### src/rtl/json_link_pkg.sv
// json_link_pkg: parser states, ASCII constants and wheel command type
// shared by the JSON drive-command transmitter and receiver.
package json_link_pkg;

    typedef enum logic [3:0] {
        P_IDLE, P_HDR, P_T, P_LKEY, P_LSGN, P_LINT, P_LDOT, P_LFRAC,
        P_RKEY, P_RSGN, P_RINT, P_RDOT, P_RFRAC, P_CLOSE, P_EOL
    } pstate_e;

    typedef struct packed {
        logic       neg;
        logic [3:0] tenths;
    } wheel_cmd_t;

    localparam logic [7:0] CH_LBRACE = 8'h7B;
    localparam logic [7:0] CH_RBRACE = 8'h7D;
    localparam logic [7:0] CH_QUOTE  = 8'h22;
    localparam logic [7:0] CH_COLON  = 8'h3A;
    localparam logic [7:0] CH_COMMA  = 8'h2C;
    localparam logic [7:0] CH_MINUS  = 8'h2D;
    localparam logic [7:0] CH_DOT    = 8'h2E;
    localparam logic [7:0] CH_LF     = 8'h0A;
    localparam logic [7:0] CH_ZERO   = 8'h30;

    function automatic logic is_digit(input logic [7:0] c);
        return c >= CH_ZERO && c <= 8'h39;
    endfunction

    // Key strings are "T": after the brace, ,"L": and ,"R": before each value.
    function automatic logic [7:0] key_char(input pstate_e s, input logic [2:0] i);
        logic [2:0] j;
        logic [7:0] letter;
        j = (s == P_HDR) ? i + 3'd1 : i;
        letter = (s == P_HDR) ? 8'h54 : (s == P_LKEY) ? 8'h4C : 8'h52;
        return (j == 3'd0) ? CH_COMMA : (j == 3'd2) ? letter : (j == 3'd4) ? CH_COLON : CH_QUOTE;
    endfunction

endpackage

### src/rtl/uart_rx.sv
// uart_rx: 8N1 receiver with a 2-flop synchroniser, glitch-rejecting start
// check, one-cycle byte strobe and a one-cycle stop-bit error pulse.
module uart_rx #(
    parameter int CLKS_PER_BIT = 434
) (
    input  logic       clk,
    input  logic       rst,
    input  logic       rx_i,
    output logic [7:0] data_o,
    output logic       valid_o,
    output logic       err_o
);
    localparam int CW = $clog2(CLKS_PER_BIT);
    localparam logic [CW-1:0] HALF = CW'(CLKS_PER_BIT / 2 - 1);
    localparam logic [CW-1:0] FULL = CW'(CLKS_PER_BIT - 1);

    typedef enum logic [1:0] {R_IDLE, R_START, R_DATA, R_STOP} rstate_e;

    rstate_e       state_q, state_d;
    logic [2:0]    sync_q;
    logic [CW-1:0] cnt_q, cnt_d;
    logic [2:0]    bit_q, bit_d;
    logic [7:0]    shift_q, shift_d;
    logic          valid_q, valid_d, err_q, err_d, rxs;

    // sync_q[1] is the synchronised line, sync_q[2] its previous value for edge detect
    assign rxs = sync_q[1];

    always_comb begin
        state_d = state_q;
        cnt_d = cnt_q + 1'b1;
        bit_d = bit_q;
        shift_d = shift_q;
        valid_d = 1'b0;
        err_d = 1'b0;
        case (state_q)
            R_IDLE: begin
                cnt_d = '0;
                if (sync_q[2] && !rxs) state_d = R_START;
            end
            R_START: if (cnt_q == HALF) begin
                cnt_d = '0;
                bit_d = '0;
                state_d = rxs ? R_IDLE : R_DATA;
            end
            R_DATA: if (cnt_q == FULL) begin
                cnt_d = '0;
                shift_d = {rxs, shift_q[7:1]};
                bit_d = bit_q + 3'd1;
                if (bit_q == 3'd7) state_d = R_STOP;
            end
            R_STOP: if (cnt_q == FULL) begin
                state_d = R_IDLE;
                valid_d = rxs;
                err_d = !rxs;
            end
            default: state_d = R_IDLE;
        endcase
    end

    always_ff @(posedge clk or negedge rst) begin
        if (!rst) begin
            state_q <= R_IDLE;
            sync_q <= 3'b111;
            cnt_q <= '0;
            bit_q <= '0;
            shift_q <= '0;
            valid_q <= 1'b0;
            err_q <= 1'b0;
        end else begin
            state_q <= state_d;
            sync_q <= {sync_q[1:0], rx_i};
            cnt_q <= cnt_d;
            bit_q <= bit_d;
            shift_q <= shift_d;
            valid_q <= valid_d;
            err_q <= err_d;
        end
    end

    assign data_o = shift_q;
    assign valid_o = valid_q;
    assign err_o = err_q;

endmodule

### src/rtl/json_cmd_rx.sv
// json_cmd_rx: receives {"T":d,"L":[-]i.f,"R":[-]i.f}\n frames over UART and
// presents the decoded wheel command as a latched, one-cycle-strobed result.
module json_cmd_rx
    import json_link_pkg::*;
#(
    parameter int CLKS_PER_BIT = 434
) (
    input  logic       clk,
    input  logic       rst,
    input  logic       uart_in,
    output logic       frame_valid,
    output logic       frame_err,
    output logic [3:0] cmd_type,
    output logic       left_neg,
    output logic [3:0] left_tenths,
    output logic       right_neg,
    output logic [3:0] right_tenths
);
    logic [7:0] b;
    logic       rx_vld, rx_err;

    uart_rx #(.CLKS_PER_BIT(CLKS_PER_BIT)) u_rx (
        .clk    (clk),
        .rst    (rst),
        .rx_i   (uart_in),
        .data_o (b),
        .valid_o(rx_vld),
        .err_o  (rx_err)
    );

    pstate_e    st_q, st_d;
    logic [2:0] idx_q, idx_d;
    logic [3:0] t_q, t_d, out_t_q, nxt;
    wheel_cmd_t l_q, l_d, r_q, r_d, w_q, w_d, out_l_q, out_r_q;
    logic       valid_q, valid_d, err_q, err_d, bad, right, sgn;

    // Left and right value states share one datapath; w_q is the wheel being parsed.
    always_comb begin
        right = st_q >= P_RKEY && st_q <= P_RFRAC;
        sgn = st_q == P_LSGN || st_q == P_RSGN;
        w_q = right ? r_q : l_q;
        w_d = w_q;
        nxt = st_q + 4'd1;
        st_d = st_q;
        idx_d = (rx_vld || rx_err) ? 3'd0 : idx_q;
        t_d = t_q;
        valid_d = 1'b0;
        err_d = 1'b0;
        bad = 1'b0;
        if (rx_err) begin
            st_d = P_IDLE;
            err_d = 1'b1;
        end else if (rx_vld) begin
            case (st_q)
                P_IDLE: if (b == CH_LBRACE) st_d = P_HDR;
                P_HDR, P_LKEY, P_RKEY:
                    if (b != key_char(st_q, idx_q)) bad = 1'b1;
                    else if (idx_q == (st_q == P_HDR ? 3'd3 : 3'd4)) st_d = pstate_e'(nxt);
                    else idx_d = idx_q + 3'd1;
                P_T:
                    if (is_digit(b)) begin
                        t_d = b[3:0];
                        st_d = pstate_e'(nxt);
                    end else bad = 1'b1;
                P_LSGN, P_RSGN, P_LINT, P_RINT:
                    if (sgn && b == CH_MINUS) begin
                        w_d.neg = 1'b1;
                        st_d = pstate_e'(nxt);
                    end else if (b[7:1] == CH_ZERO[7:1]) begin
                        w_d.neg = sgn ? 1'b0 : w_q.neg;
                        w_d.tenths = b[0] ? 4'd10 : 4'd0;
                        st_d = pstate_e'(sgn ? nxt + 4'd1 : nxt);
                    end else bad = 1'b1;
                P_LDOT, P_RDOT: if (b == CH_DOT) st_d = pstate_e'(nxt); else bad = 1'b1;
                P_LFRAC, P_RFRAC:
                    if (is_digit(b) && !(w_q.tenths[3] && b[3:0] != 4'd0)) begin
                        w_d.tenths = w_q.tenths + b[3:0];
                        st_d = pstate_e'(nxt);
                    end else bad = 1'b1;
                P_CLOSE: if (b == CH_RBRACE) st_d = P_EOL; else bad = 1'b1;
                P_EOL:
                    if (b == CH_LF) begin
                        st_d = P_IDLE;
                        valid_d = 1'b1;
                    end else bad = 1'b1;
                default: st_d = P_IDLE;
            endcase
            if (bad) begin
                st_d = (b == CH_LBRACE) ? P_HDR : P_IDLE;
                err_d = 1'b1;
            end
        end
        l_d = right ? l_q : w_d;
        r_d = right ? w_d : r_q;
    end

    always_ff @(posedge clk or negedge rst) begin
        if (!rst) begin
            st_q <= P_IDLE;
            idx_q <= '0;
            t_q <= '0;
            l_q <= '0;
            r_q <= '0;
            out_t_q <= '0;
            out_l_q <= '0;
            out_r_q <= '0;
            valid_q <= 1'b0;
            err_q <= 1'b0;
        end else begin
            st_q <= st_d;
            idx_q <= idx_d;
            t_q <= t_d;
            l_q <= l_d;
            r_q <= r_d;
            valid_q <= valid_d;
            err_q <= err_d;
            if (valid_d) begin
                out_t_q <= t_q;
                out_l_q <= l_q;
                out_r_q <= r_q;
            end
        end
    end

    assign frame_valid = valid_q;
    assign frame_err = err_q;
    assign cmd_type = out_t_q;
    assign left_neg = out_l_q.neg;
    assign left_tenths = out_l_q.tenths;
    assign right_neg = out_r_q.neg;
    assign right_tenths = out_r_q.tenths;

endmodule

### config.mk
export PLATFORM = sky130hd
export DESIGN_NAME = json_cmd_rx
export DESIGN_NICKNAME = d
export VERILOG_FILES = /design/src/rtl/json_link_pkg.sv /design/src/rtl/uart_rx.sv /design/src/rtl/json_cmd_rx.sv
export SDC_FILE = /design/constraint.sdc
export NUM_CORES = 1
export LEC_CHECK = 0
export ABC_CLOCK_PERIOD_IN_PS = 3400
export CAP_MARGIN = 25
export CELL_PAD_IN_SITES_DETAIL_PLACEMENT = 1
export CELL_PAD_IN_SITES_GLOBAL_PLACEMENT = 1
export CORE_ASPECT_RATIO = 1.4
export CORE_MARGIN = 5
export CORE_UTILIZATION = 49
export CTS_BUF_LIST = sky130_fd_sc_hd__clkbuf_2 sky130_fd_sc_hd__clkbuf_4 sky130_fd_sc_hd__clkbuf_8
export CTS_CLUSTER_SIZE = 28
export DETAILED_ROUTE_END_ITERATION = 16
export PLACE_DENSITY_LB_ADDON = 0.25
export SLEW_MARGIN = 0
export SYNTH_ARGS = -nofsm -noshare
export SYNTH_HDL_FRONTEND = slang
export SYNTH_HIERARCHICAL = 1
export SYNTH_SLANG_ARGS = --single-unit
### constraint.sdc
create_clock -name clk -period 3.4 [get_ports clk]
set_clock_uncertainty 0.1 [all_clocks]
set_input_delay 0.68 -clock clk [delete_from_list [all_inputs] [get_ports clk]]
set_output_delay 0.68 -clock clk [all_outputs]
set_load 0.01 [all_outputs]
==> out/results.ini <==
[outcome]
outcome = completed

[yosys]
yosys.area.top_type = dfrtp_1
syn_area_per_cell_sq_um = 9.06
post-synth-top-count-cell = nand2_1
synth_nets = 447
synthTopCellsByCount = 82 x nand2_1, 61 x dfrtp_1, 30 x nor2_1
synth-main-ff-cell = dfrtp_1
synth.ff_latch_count = 64
synth_top_area_share = 0.393
synth-warning-count = 6
synth-edff-count = 0
synthTopCellsByArea = dfrtp_1 39%, nand2_1 7.9%, ha_1 4.5%
syn_area_sq_um = 3890
synth_cells = 429
async_reset_ff_frac = 1.00
synth_cell_types = 67
yosysSeqAreaShare = 0.413

[floorplan]
die_w_um = 85.3
start_util = 0.502
dieHeight_um = 115
rows = 38
die_area_sq_um = 9840
ios = 19
core_area_sq_um = 7750

[clock_tree]
numCtsBuffers = 9
clk_path_buf_depth = 2
path_clk_slew_ns = 0.08
clock_sinks = 64
ctsResizeCount = 0
cts_tree = yes
clkLatencyLatePin_ns = 0.37
post_cts_buffers = 0
htree_num_levels = 3
cts_root_buf = clkbuf_8
cts_hold_buf = 0

[placement]
dp_cells = 542
numPortBuffers = 18
gp_congestion = 0.894
post_dp_cell_area_sq_um = 4190
place_hpwl_mm = 7.36

[routing]
wirelength_mm = 10.3
wire_per_inst_um = 18.4
ant_nets = 0
firstDrtPassIters = 4
drt_iter0_markers = 192
vias_per_cell = 5.89
drc = 0
vias = 3288

[timing]
max_clock_freq_ghz = 0.318
fin_crit_sh = 0.926
hold_viol_final = 0
setup_tns_ns = 0
fin_crit_ns = 3.15
rsz0062_at_grt = no
slew_violations = 0
setup_violations = 0
max-slew-margin-rel = 0.554
tightest_slew_ns = 0.665
hold_ws_ns = 0.227

[global_routing]
antenna_found_initial = 0
track_usage = 0.232
grt_pass1_wl_mm = 17.9
first_global_vias = 3646
grtUsageMet3 = 0.0581
use_met1 = 0.265
grt.busiest_layer = met2
grt_max_degree = 38
grt.overflow.total = 0
met2_usage = 0.408

[setup_path]
crit_end = r_q[3]
path_class = flop to flop
ff2ff_path_depth = 14
crit_path_max_fanout = 7
r2r_start = st_q[0]
r2r_slack_ns = 0.25
crit_path_end_kind = flop
cp_data_arrival_time_ns = 3.28
startpoint_type = flop
cp-startpoint = st_q[0]
reg2reg_to = r_q[3]
cp_data_required_time_ns = 3.53

[hold_path]
hold_class = input port to async pin

[finish]
final_area_sq_um = 4410
drive_above_1_share = 0.138
area_growth_pct = 13.3
layoutNonFillerInstCount = 558
nets = 471
antenna_cells = 0

[run]
cap_violations = 0

[power_and_ir_drop]
power_leakage_nw = 2.02
ir_drop_uv = 371
power.density_nw_per_um2 = 381

report_power, final:
part           switching (mW)  internal [mW]
clock network           0.320          0.365
logic                  0.0685         0.0624
registers              0.0557          0.805
total                   0.444           1.23
cells by family after synthesis:
logic type | after synthesis | synth area share
buffers and inverters | 34 | 0.0396
adder cells (fa/ha/maj) | 15 | 0.0502
XOR/XNOR | 17 | 0.0383
AO/OA/AOI/OAI | 88 | 0.159
AND/OR/NAND/NOR | 196 | 0.255
multiplexers | 15 | 0.0457
flip-flops | 64 | 0.413
registers in the layout, indices dropped and copies added, names as in the netlist, named ones only:
| signal | count |
|---|---|
| t_q | 4 |
| right_neg | 1 |
| left_tenths | 4 |
| left_neg | 1 |
| st_q | 4 |
| cmd_type | 4 |
| frame_valid | 1 |
| right_tenths | 4 |
| u_rx/bit_q | 3 |
| u_rx/err_o | 1 |
| u_rx/valid_o | 1 |
| u_rx/data_o | 8 |
| u_rx/cnt_q | 9 |
| u_rx/sync_q | 3 |
| u_rx/state_q | 1 |
| idx_q | 3 |
| r_q | 5 |
| frame_err | 1 |
| l_q | 5 |
final cells by class:
class                      instances  area [sq um]
clock buffer                      11           145
clock inverter                     5          56.3
fill                             910          3340
inverter                          18          67.6
multi-input combinational        331          2150
sequential                        64          1610
tap                              100           125
timing repair buffer              29           258
through the flow:
stage                     utilization  power, mW  setup slack [ns]
final                           0.568       1.68             0.252
after global routing            0.568       1.76            0.0526
after CTS                       0.566       1.69             0.155
after detailed placement        0.540       1.00             0.220
after global placement          0.540      0.992             0.335
after floorplan                     -      0.950             0.312
worst max-delay path, stage by stage (launching register included):
cell,delay (ns)
dfrtp_1,0.43
inv_1,0.12
ha_2,0.25
or2b_1,0.26
nand2_1,0.12
mux2i_2,0.24
inv_1,0.07
ha_1,0.28
a21o_1,0.18
a21oi_1,0.18
xnor2_1,0.15
a21oi_1,0.07
xnor2_1,0.15
a221oi_2,0.30
o21ai_0,0.11
placed cells by master, fill, tap and decap left out, drive strengths merged, types with 5 or more instances in the layout:
| cell | netlist | layout |
|---|---|---|
| xnor2 | 11 | 11 |
| nand2 | 82 | 82 |
| o32ai | 6 | 6 |
| clkbuf | 9 | 11 |
| nor2 | 30 | 30 |
| mux2i | 5 | 5 |
| nor2b | 11 | 11 |
| buf | 7 | 12 |
| inv | 18 | 18 |
| nand3 | 16 | 16 |
| dfrtp | 61 | 61 |
| or2 | 5 | 5 |
| ha | 14 | 14 |
| clkdlybuf4s50 | 0 | 17 |
| mux2 | 10 | 10 |
| o21ai | 26 | 26 |
| nor3 | 14 | 14 |
| xor2 | 6 | 6 |
| a21oi | 17 | 17 |
worst min path at each step:
stage                    from         endpoint  slack (ns)  cells after the start
2_1_floorplan  u_rx/sync_q[0]   u_rx/sync_q[1]        0.25                      0
3_3_place_gp   u_rx/sync_q[0]   u_rx/sync_q[1]        0.25                      0
3_5_place_dp   u_rx/sync_q[0]   u_rx/sync_q[1]        0.25                      0
4_1_cts                   rst  right_tenths[0]        0.23                      2
5_1_grt                   rst      frame_valid        0.25                      2
6_report                  rst      cmd_type[1]        0.23                      2
layer usage:
metal  vias to the layer above  routed length, um
met1                      1644               4240
li1                       1564                  -
met5                         -                  0
met2                        55               5420
met4                         0                276
met3                        25                330
No activity file was read; power rests on OpenSTA's default activity.
